## src/rtl/mmu_pkg.sv

```systemverilog
// rtl/mmu_pkg.sv - shared constants and types for the MMU operand feeder
package mmu_pkg;

    localparam int DATA_W     = 8;
    localparam int ADDR_W     = 3;
    localparam int FEED_STEPS = 3;
    localparam int STEP_W     = 2;

    localparam logic [ADDR_W-1:0] A_BASE = 3'd0;
    localparam logic [ADDR_W-1:0] B_BASE = 3'd4;

    // Element addresses, row-major within each matrix
    localparam logic [ADDR_W-1:0] ADDR_A00 = A_BASE + 3'd0;
    localparam logic [ADDR_W-1:0] ADDR_A01 = A_BASE + 3'd1;
    localparam logic [ADDR_W-1:0] ADDR_A10 = A_BASE + 3'd2;
    localparam logic [ADDR_W-1:0] ADDR_A11 = A_BASE + 3'd3;
    localparam logic [ADDR_W-1:0] ADDR_B00 = B_BASE + 3'd0;
    localparam logic [ADDR_W-1:0] ADDR_B01 = B_BASE + 3'd1;
    localparam logic [ADDR_W-1:0] ADDR_B10 = B_BASE + 3'd2;
    localparam logic [ADDR_W-1:0] ADDR_B11 = B_BASE + 3'd3;

    typedef enum logic {
        ST_IDLE = 1'b0,
        ST_FEED = 1'b1
    } feed_state_e;

endpackage

```

## src/rtl/mat_regfile.sv

```systemverilog
// rtl/mat_regfile.sv - 8-entry operand store with skew-ordered read taps
module mat_regfile
    import mmu_pkg::*;
(
    input  logic              clk,
    input  logic              rst_n,
    input  logic              we,
    input  logic [ADDR_W-1:0] waddr,
    input  logic [DATA_W-1:0] wdata,
    input  logic [STEP_W-1:0] step,
    output logic [DATA_W-1:0] a0_tap,
    output logic [DATA_W-1:0] a1_tap,
    output logic [DATA_W-1:0] b0_tap,
    output logic [DATA_W-1:0] b1_tap
);

    logic [DATA_W-1:0] mem_q [8];
    logic [DATA_W-1:0] mem_d [8];

    always_comb begin
        mem_d = mem_q;
        if (we) begin
            mem_d[waddr] = wdata;
        end
    end

    always_ff @(posedge clk or negedge rst_n) begin
        if (!rst_n) begin
            for (int i = 0; i < 8; i++) begin
                mem_q[i] <= '0;
            end
        end else begin
            mem_q <= mem_d;
        end
    end

    // Row 1 of A and column 1 of B lag by one step to form the diagonal wavefront
    always_comb begin
        a0_tap = '0;
        a1_tap = '0;
        b0_tap = '0;
        b1_tap = '0;
        case (step)
            2'd0: begin
                a0_tap = mem_q[ADDR_A00];
                b0_tap = mem_q[ADDR_B00];
            end
            2'd1: begin
                a0_tap = mem_q[ADDR_A01];
                a1_tap = mem_q[ADDR_A10];
                b0_tap = mem_q[ADDR_B10];
                b1_tap = mem_q[ADDR_B01];
            end
            2'd2: begin
                a1_tap = mem_q[ADDR_A11];
                b1_tap = mem_q[ADDR_B11];
            end
            default: ;
        endcase
    end

endmodule

```

## src/rtl/mmu_feeder.sv

```systemverilog
// rtl/mmu_feeder.sv - operand capture and skewed feed sequencer for the 2x2 MMU
module mmu_feeder
    import mmu_pkg::*;
(
    input  logic              clk,
    input  logic              rst_n,
    input  logic              load_en,
    input  logic [ADDR_W-1:0] load_addr,
    input  logic [DATA_W-1:0] load_data,
    input  logic              feed_en,
    output logic [DATA_W-1:0] a0_out,
    output logic [DATA_W-1:0] a1_out,
    output logic [DATA_W-1:0] b0_out,
    output logic [DATA_W-1:0] b1_out,
    output logic              clear_acc,
    output logic              feed_valid,
    output logic              feed_done,
    output logic              busy
);

    feed_state_e       state_q, state_d;
    logic [STEP_W-1:0] step_q, step_d;
    logic [DATA_W-1:0] a0_q, a0_d, a1_q, a1_d, b0_q, b0_d, b1_q, b1_d;
    logic              clear_q, clear_d, valid_q, valid_d, done_q, done_d;
    logic [DATA_W-1:0] a0_tap, a1_tap, b0_tap, b1_tap;
    logic              wr_en;

    // Operands are frozen while a feed is in flight
    assign wr_en = load_en && (state_q == ST_IDLE);

    mat_regfile u_regfile (
        .clk    (clk),
        .rst_n  (rst_n),
        .we     (wr_en),
        .waddr  (load_addr),
        .wdata  (load_data),
        .step   (step_d),
        .a0_tap (a0_tap),
        .a1_tap (a1_tap),
        .b0_tap (b0_tap),
        .b1_tap (b1_tap)
    );

    always_comb begin
        state_d = state_q;
        step_d  = step_q;
        done_d  = 1'b0;
        case (state_q)
            ST_IDLE: begin
                if (feed_en && !load_en) begin
                    state_d = ST_FEED;
                    step_d  = '0;
                end
            end
            ST_FEED: begin
                if (step_q == STEP_W'(FEED_STEPS - 1)) begin
                    state_d = ST_IDLE;
                    step_d  = '0;
                    done_d  = 1'b1;
                end else begin
                    step_d = step_q + 1'b1;
                end
            end
            default: begin
                state_d = ST_IDLE;
                step_d  = '0;
            end
        endcase
    end

    // Output registers load the taps for the step being entered
    always_comb begin
        a0_d    = '0;
        a1_d    = '0;
        b0_d    = '0;
        b1_d    = '0;
        valid_d = 1'b0;
        clear_d = 1'b0;
        if (state_d == ST_FEED) begin
            a0_d    = a0_tap;
            a1_d    = a1_tap;
            b0_d    = b0_tap;
            b1_d    = b1_tap;
            valid_d = 1'b1;
            clear_d = (state_q == ST_IDLE);
        end
    end

    always_ff @(posedge clk or negedge rst_n) begin
        if (!rst_n) begin
            state_q <= ST_IDLE;
            step_q  <= '0;
            a0_q    <= '0;
            a1_q    <= '0;
            b0_q    <= '0;
            b1_q    <= '0;
            clear_q <= 1'b0;
            valid_q <= 1'b0;
            done_q  <= 1'b0;
        end else begin
            state_q <= state_d;
            step_q  <= step_d;
            a0_q    <= a0_d;
            a1_q    <= a1_d;
            b0_q    <= b0_d;
            b1_q    <= b1_d;
            clear_q <= clear_d;
            valid_q <= valid_d;
            done_q  <= done_d;
        end
    end

    assign a0_out     = a0_q;
    assign a1_out     = a1_q;
    assign b0_out     = b0_q;
    assign b1_out     = b1_q;
    assign clear_acc  = clear_q;
    assign feed_valid = valid_q;
    assign feed_done  = done_q;
    assign busy       = (state_q == ST_FEED);

endmodule

```

## config.mk

```make
export PLATFORM = sky130hd
export DESIGN_NAME = mmu_feeder
export DESIGN_NICKNAME = d
export VERILOG_FILES = /design/src/rtl/mmu_pkg.sv /design/src/rtl/mat_regfile.sv /design/src/rtl/mmu_feeder.sv
export SDC_FILE = /design/constraint.sdc
export NUM_CORES = 1
export LEC_CHECK = 0
export CORE_UTILIZATION = 45
export CTS_CLUSTER_DIAMETER = 30
export DETAILED_ROUTE_END_ITERATION = 16
export PLACE_DENSITY = 0.64
export SLEW_MARGIN = 0
export SYNTH_ARGS = -nofsm -noshare
export SYNTH_HDL_FRONTEND = slang
export SYNTH_SLANG_ARGS = --single-unit
```

## constraint.sdc

```tcl
create_clock -name clk -period 2.3 [get_ports clk]
set_clock_uncertainty 0.1 [all_clocks]
set_input_delay 0.69 -clock clk [delete_from_list [all_inputs] [get_ports clk]]
set_output_delay 0.69 -clock clk [all_outputs]
set_load 0.02 [all_outputs]
```

==> results.ini, run 1 <==
[logic_synthesis]
yosysWarnings = 0
synth-compound-area-share_pct = 7.057
synth_seq_cells = 101
synth_adder_area_share_pct = 0.9536
synthMuxAreaShare_pct = 18.31
syn_inst = 275
synth.net_count = 293
netlist.area_leader.share_pct = 64.21
synth_top_family_by_area = multiplexers
synth_top_area_cell = dfrtp_1
synthArstFlopShare_pct = 100.0
yosys-top-cells-area = dfrtp_1 64%, mux2_2 18%, a22oi_1 6.1%, nor2_1 3.3%, nor3b_4 1.4%
synth_edf_count = 0
avgSynthCellArea_um2 = 14.31
yosys.area_share.simple_pct = 7.343
synthXorXnorAreaFrac_pct = 0
synth.distinct_cells = 24
synth_seq_area_share_pct = 64.21
synth_most_common_cell = dfrtp_1
netlist_area_um2 = 3936
synthTopCellsByCount = 101 x dfrtp_1, 63 x mux2_2, 35 x nor2_1
ys.flop_type = dfrtp_1

[setup_path]
arrival_ps = 2360
end_kind = flip-flop
crit_fanout = 32
cp-start-kind = primary input
worstPathRequired_ps = 2450
worst-setup-path-type = in -> reg

[drt]
drt-total-wl_um = 7891
vias = 2433
drc = 0
ant_nets = 0
drt_iter0_markers = 138
viasPerCell = 5.371
dr.pass1.iters = 5
wire_per_inst_um = 17.42

[placement]
hpwlAfterDp_um = 5145
io_buffers = 50
place_congestion = 0.7334
numPlacedInstances = 437
post-place-ws_ps = -261.1
placed_cell_area_um2 = 4783

[floorplanning]
initial_utilization_pct = 47.19
die_area_um2 = 9125
core-area_um2 = 8341
rows = 33
ios = 51
die_h_um = 95.53
dieWidth_um = 95.53

[clocking]
cts-resized-gates = 0
clock_path_buffers = 2
hold_buffers = 0
clkSinkCount = 101
numCtsBuffers = 9
cts_tree = yes
htreeDepth = 3
post-cts-setup-buffers = 0
root_buffer = clkbuf_8
clkTransAtPathRegs_ps = 100
clk_latency_ps = 350

[final_layout]
fin_nets = 361
drive_gt1_share_pct = 31.61
finalNonFillerCells = 453
finish.utilization_pct = 60.49
syn_to_final_growth_pct = 28.16
stdcell_area_um2 = 5045
diodes = 0

[sta]
timing.final.max_slew_violations = 0
hold_viol = 0
rsz0062_at_grt = no
finalSetupViolCount = 0
relSlewSlack_pct = 73.46
fin_crit_sh_pct = 96.07
worstMarginPinSlew_ps = 398.0
min_period_ps = 2210
timing.final.ws_setup_ps = 90.34
max_freq_mhz = 452.6

[outcome]
status = complete, no violations

[global_route]
antenna_found_initial = 0
grt_pass1_wl_um = 13050
grt_pass1_vias = 2504
grt_overflow = 0
grt_usage_pct = 19.41
grt_max_degree = 42

[pwr]
p_leak_nw = 2.293
max-vdd-ir-drop_uv = 531.9
powerDensity_nw_per_um2 = 1392
power_mw = 7.023

[min_path]
min_path_type = in -> async

[flow_run]
drv_cap = 0

## flip-flops by register name (all words and copies together) (netlist names)
| signal | cells |
|---|---|
| feed_done | 1 |
| clear_acc | 1 |
| a0_out | 8 |
| b0_out | 8 |
| b1_out | 8 |
| busy | 1 |
| step_q | 2 |
| u_regfile.mem_q | 64 |
| a1_out | 8 |
## where the power goes
group / leakage, nW / internal (mW) / switching [mW]
Sequential: 1.29 / 2.56 / 0.369
Clock: 0.126 / 0.784 / 0.598
Combinational: 0.874 / 1.38 / 1.33
Total: 2.29 / 4.72 / 2.30
## critical path: stages
cell and delay, ps:
clkdlybuf4s50_1 460, nor2b_1 190, nor2_1 110, a21o_1 210, ha_1 230, buf_12 180
a22oi_1 200, nor2_1 70
## worst paths after layout
check	startpoint	end	slack, ps	cells past startpoint
max	feed_en	a1_out[2]	90	8
max reg2reg	busy	a1_out[5]	430	7
min in group clk	u_regfile.mem_q[20]	u_regfile.mem_q[20]	400	1
min	rst_n	u_regfile.mem_q[46]	160	1
max in group asynchronous	rst_n	step_q[0]	1410	2
min reg2reg	u_regfile.mem_q[20]	u_regfile.mem_q[20]	400	1
## cell families after synthesis
family	after synthesis
adder cells (fa/ha/maj)	3
buffers and inverters	18
AO/OA/AOI/OAI	38
flip-flops	101
multiplexers	64
AND/OR/NAND/NOR	51
## per-stage QoR
stage,setup TNS [ps],hold WS [ps]
global placement,-11970,369.0
finish,0,158.7
floorplan,0,294.4
CTS,0,163.2
detailed placement,-16380,380.2
global route,0,172.9
## layout make-up
type	count	area, um^2
Tap cell	105	131.4
Clock inverter	5	106.4
Clock buffer	11	151.4
Inverter	3	11.26
Timing Repair Buffer	72	788.3
Sequential cell	101	2527
Multi-Input combinational cell	156	1329
Fill cell	649	3296
## cells in the final DEF (no fill, tap or decap), types with 3 or more instances in the layout
| cell | n |
|---|---|
| clkbuf_8 | 11 |
| nor3b_4 | 3 |
| buf_12 | 10 |
| a22oi_1 | 32 |
| clkdlybuf4s50_1 | 49 |
| inv_1 | 3 |
| buf_4 | 13 |
| ha_1 | 3 |
| nor2_1 | 35 |
| dfrtp_1 | 101 |
| mux2_2 | 63 |
| bufinv_16 | 3 |
## metal layers
metal	track usage, %	vias to the layer above	wire, um
met5	0	-	0
met4	6.343	0	127
met3	3.349	11	243
met2	31.49	54	3885
met1	26.56	1264	3634
li1	-	1104	-
No activity file was read; power rests on OpenSTA's default activity.
==> run 2, diff against run 1 <==
--- a/config.mk
+++ b/config.mk
@@ -5,8 +5,9 @@
 export SDC_FILE = /design/constraint.sdc
 export NUM_CORES = 1
 export LEC_CHECK = 0
+export ABC_CLOCK_PERIOD_IN_PS = 2100
 export CORE_UTILIZATION = 45
-export CTS_CLUSTER_DIAMETER = 30
+export CTS_CLUSTER_DIAMETER = 80
 export DETAILED_ROUTE_END_ITERATION = 16
 export PLACE_DENSITY = 0.64
 export SLEW_MARGIN = 0
==> constraint.sdc (replaced) <==
create_clock -name clk -period 2.1 [get_ports clk]
set_clock_uncertainty 0.1 [all_clocks]
set_input_delay 0.63 -clock clk [delete_from_list [all_inputs] [get_ports clk]]
set_output_delay 0.63 -clock clk [all_outputs]
set_load 0.02 [all_outputs]
==> run 2 against run 1 <==
Hold slack lost 86 ps. Register-to-register slack worse by 200 ps. Core utilization is the same. First-iteration DRC count fell by 14%. Flip-flop and latch count is the same. Largest power group unchanged.
==> results.ini, run 2 (synthesis gave the netlist of run 1 again) <==
[outcome]
status = complete, no violations

[sta]
rsz0062_at_grt = yes
relSlewSlack_pct = 73.47  ; about the same
hold_viol = 0  ; unchanged
fin_crit_sh_pct = 97.85
worstMarginPinSlew_ps = 396.7  ; -1.397 ps
tns_ps = 0  ; unchanged
timing.final.max_slew_violations = 0  ; unchanged
max_freq_mhz = 486.6
finalSetupViolCount = 0  ; unchanged
min_period_ps = 2055

[clocking]
clkTransAtPathRegs_ps = 90  ; about the same
htreeDepth = 3  ; unchanged
cts_tree = yes
root_buffer = clkbuf_8
clkSinkCount = 101  ; unchanged
clock_path_buffers = 2  ; unchanged
numCtsBuffers = 9  ; unchanged
clk_latency_ps = 350  ; about the same
hold_buffers = 0  ; unchanged

[pwr]
powerDensity_nw_per_um2 = 1501  ; +7.8%
max-vdd-ir-drop_uv = 593.6  ; +12%
p_leak_nw = 2.324  ; +1.3%
power_mw = 7.572  ; +7.8%

[drt]
vias = 2417  ; -0.66%
wire_per_inst_um = 17.20  ; -1.3%
drt-total-wl_um = 7912  ; +0.27%
drc = 0  ; unchanged
viasPerCell = 5.254  ; -2.2%
dr.pass1.iters = 5  ; unchanged
ant_nets = 0  ; unchanged
drt_iter0_markers = 118  ; -14%

[global_route]
grt_overflow = 0  ; unchanged
grt_pass1_vias = 2490  ; -0.56%
grt_pass1_wl_um = 12900  ; -1.2%
antenna_found_initial = 0  ; unchanged
grt_max_degree = 33  ; -21%
grt_usage_pct = 19.30  ; -0.11 points

[setup_path]
path_buf_inv = 2  ; unchanged
arrival_ps = 2190  ; -170 ps
cp_slowest_stage_delay_ps = 460  ; about the same
end_kind = flip-flop
crit_fanout = 32  ; unchanged
r2r_cells = 8  ; +1
worstPathRequired_ps = 2240  ; -210 ps
path_cells = clkdlybuf4s50_1, nor2b_4, nor2_4, a21o_1, ha_1, buf_12, a22oi_1, nor2_1
worst-setup-path-type = in -> reg
cp-start-kind = primary input
critical_path.top_delay_family = buffers and inverters
r2r_slack_ps = 230  ; -200 ps
critPathSlowestCell = clkdlybuf4s50_1
path_depth = 8  ; unchanged

[final_layout]
fin_nets = 369  ; +2.2%
largest_register_ffs = 64  ; unchanged
final_common_cell = dfrtp_1
diodes = 0  ; unchanged
regMostFlops = u_regfile.mem_q
drive_gt1_share_pct = 34.93  ; +3.3 points
syn_to_final_growth_pct = 28.16  ; unchanged
mostFrequentLayoutCells = 100 x dfrtp_1, 63 x mux2_2, 46 x clkdlybuf4s50_1

[floorplanning]
ios = 51  ; unchanged
initial_utilization_pct = 47.19  ; unchanged
core-area_um2 = 8341  ; unchanged
die_h_um = 95.53  ; unchanged
die_area_um2 = 9125  ; unchanged
dieWidth_um = 95.53  ; unchanged
rows = 33  ; unchanged

[placement]
hpwlAfterDp_um = 5180  ; +0.68%
io_buffers = 50  ; unchanged
place_congestion = 0.7263  ; -0.97%

[min_path]
min_path_type = in -> async

[flow_run]
drv_cap = 0  ; unchanged

[run 2: cell types whose count changed in the layout (fill, tap and decap cells not counted), sizes merged]
cell	before	now
buf	23	31
clkdlybuf4s50	49	46
dlygate4sd2	0	2
bufinv	3	2
dlymetal6s2s	0	1
[run 2: final cells by class]
type	instances	area [um^2]
Multi-Input combinational cell	156	1374
Clock inverter	4	72.57
Fill cell	675	3296
Sequential cell	101	2529
Inverter	3	11.26
Timing Repair Buffer	80	785.8
Tap cell	105	131.4
Clock buffer	11	141.4
[run 2: where the power goes]
| part | leakage, nW | switching (mW) | internal (mW) |
|---|---|---|---|
| registers | 1.29 | 0.433 | 2.81 |
| clock network | 0.105 | 0.619 | 0.697 |
| logic | 0.925 | 1.47 | 1.55 |
| total | 2.32 | 2.52 | 5.05 |
[run 2: path summary, 6_finish.rpt]
| check | startpoint | end |
|---|---|---|
| max | feed_en | a0_out[5] |
| min | rst_n | u_regfile.mem_q[30] |
| max reg2reg | busy | a0_out[5] |
| min reg2reg | u_regfile.mem_q[20] | u_regfile.mem_q[20] |
| max in group asynchronous | rst_n | busy |
| min in group clk | u_regfile.mem_q[20] | u_regfile.mem_q[20] |
[run 2: repair_timing]
| item | in CTS | in global routing |
|---|---|---|
| resized for setup | 6 | 9 |
| buffers inserted | 0 | 1 |
| endpoints found under the setup margin | 15 | 38 |
[run 2: through the flow]
stage / utilization (%) / setup slack, ps / cell area (um^2) / std cells / hold WS, ps
6_report: 60.49 / 45.11 / 5045 / 460 / 73.05
5_1_grt: 60.49 / -18.15 / 5045 / 460 / 76.82
4_1_cts: 59.90 / 4.446 / 4996 / 459 / 61.85
3_5_place_dp: 57.23 / -405.8 / 4773 / 444 / 379.8
3_3_place_gp: 57.23 / -381.5 / 4773 / 444 / 371.4
2_1_floorplan: - / 13.93 / 3939 / 275 / 234.4
[run 2: metal layers]
metal  global-route usage (%)  up-vias  part of all wire [%]
met5                        0        -                     0
met4                    7.090        0                  0.92
met3                    2.711        6                   3.3
met2                    30.83       52                    49
met1                    26.87     1244                    47
li1                         -     1115                     -
[run 2: worst register-to-register path, cell delays in order (launching register included)]
cell,delay (ps)
dfrtp_2,500
buf_4,180
nand2b_1,60
nor2_1,60
a21o_1,190
ha_1,230
buf_12,180
a22oi_1,200
nor2_1,70
==> run 3, diff against run 2 <==
--- a/config.mk
+++ b/config.mk
@@ -6,6 +6,7 @@
 export NUM_CORES = 1
 export LEC_CHECK = 0
 export ABC_CLOCK_PERIOD_IN_PS = 2100
+export CAP_MARGIN = 20
 export CORE_UTILIZATION = 45
 export CTS_CLUSTER_DIAMETER = 80
 export DETAILED_ROUTE_END_ITERATION = 16
==> results of run 3 <==
No change in the layout: final DEF, timing and power equal those of run 2.
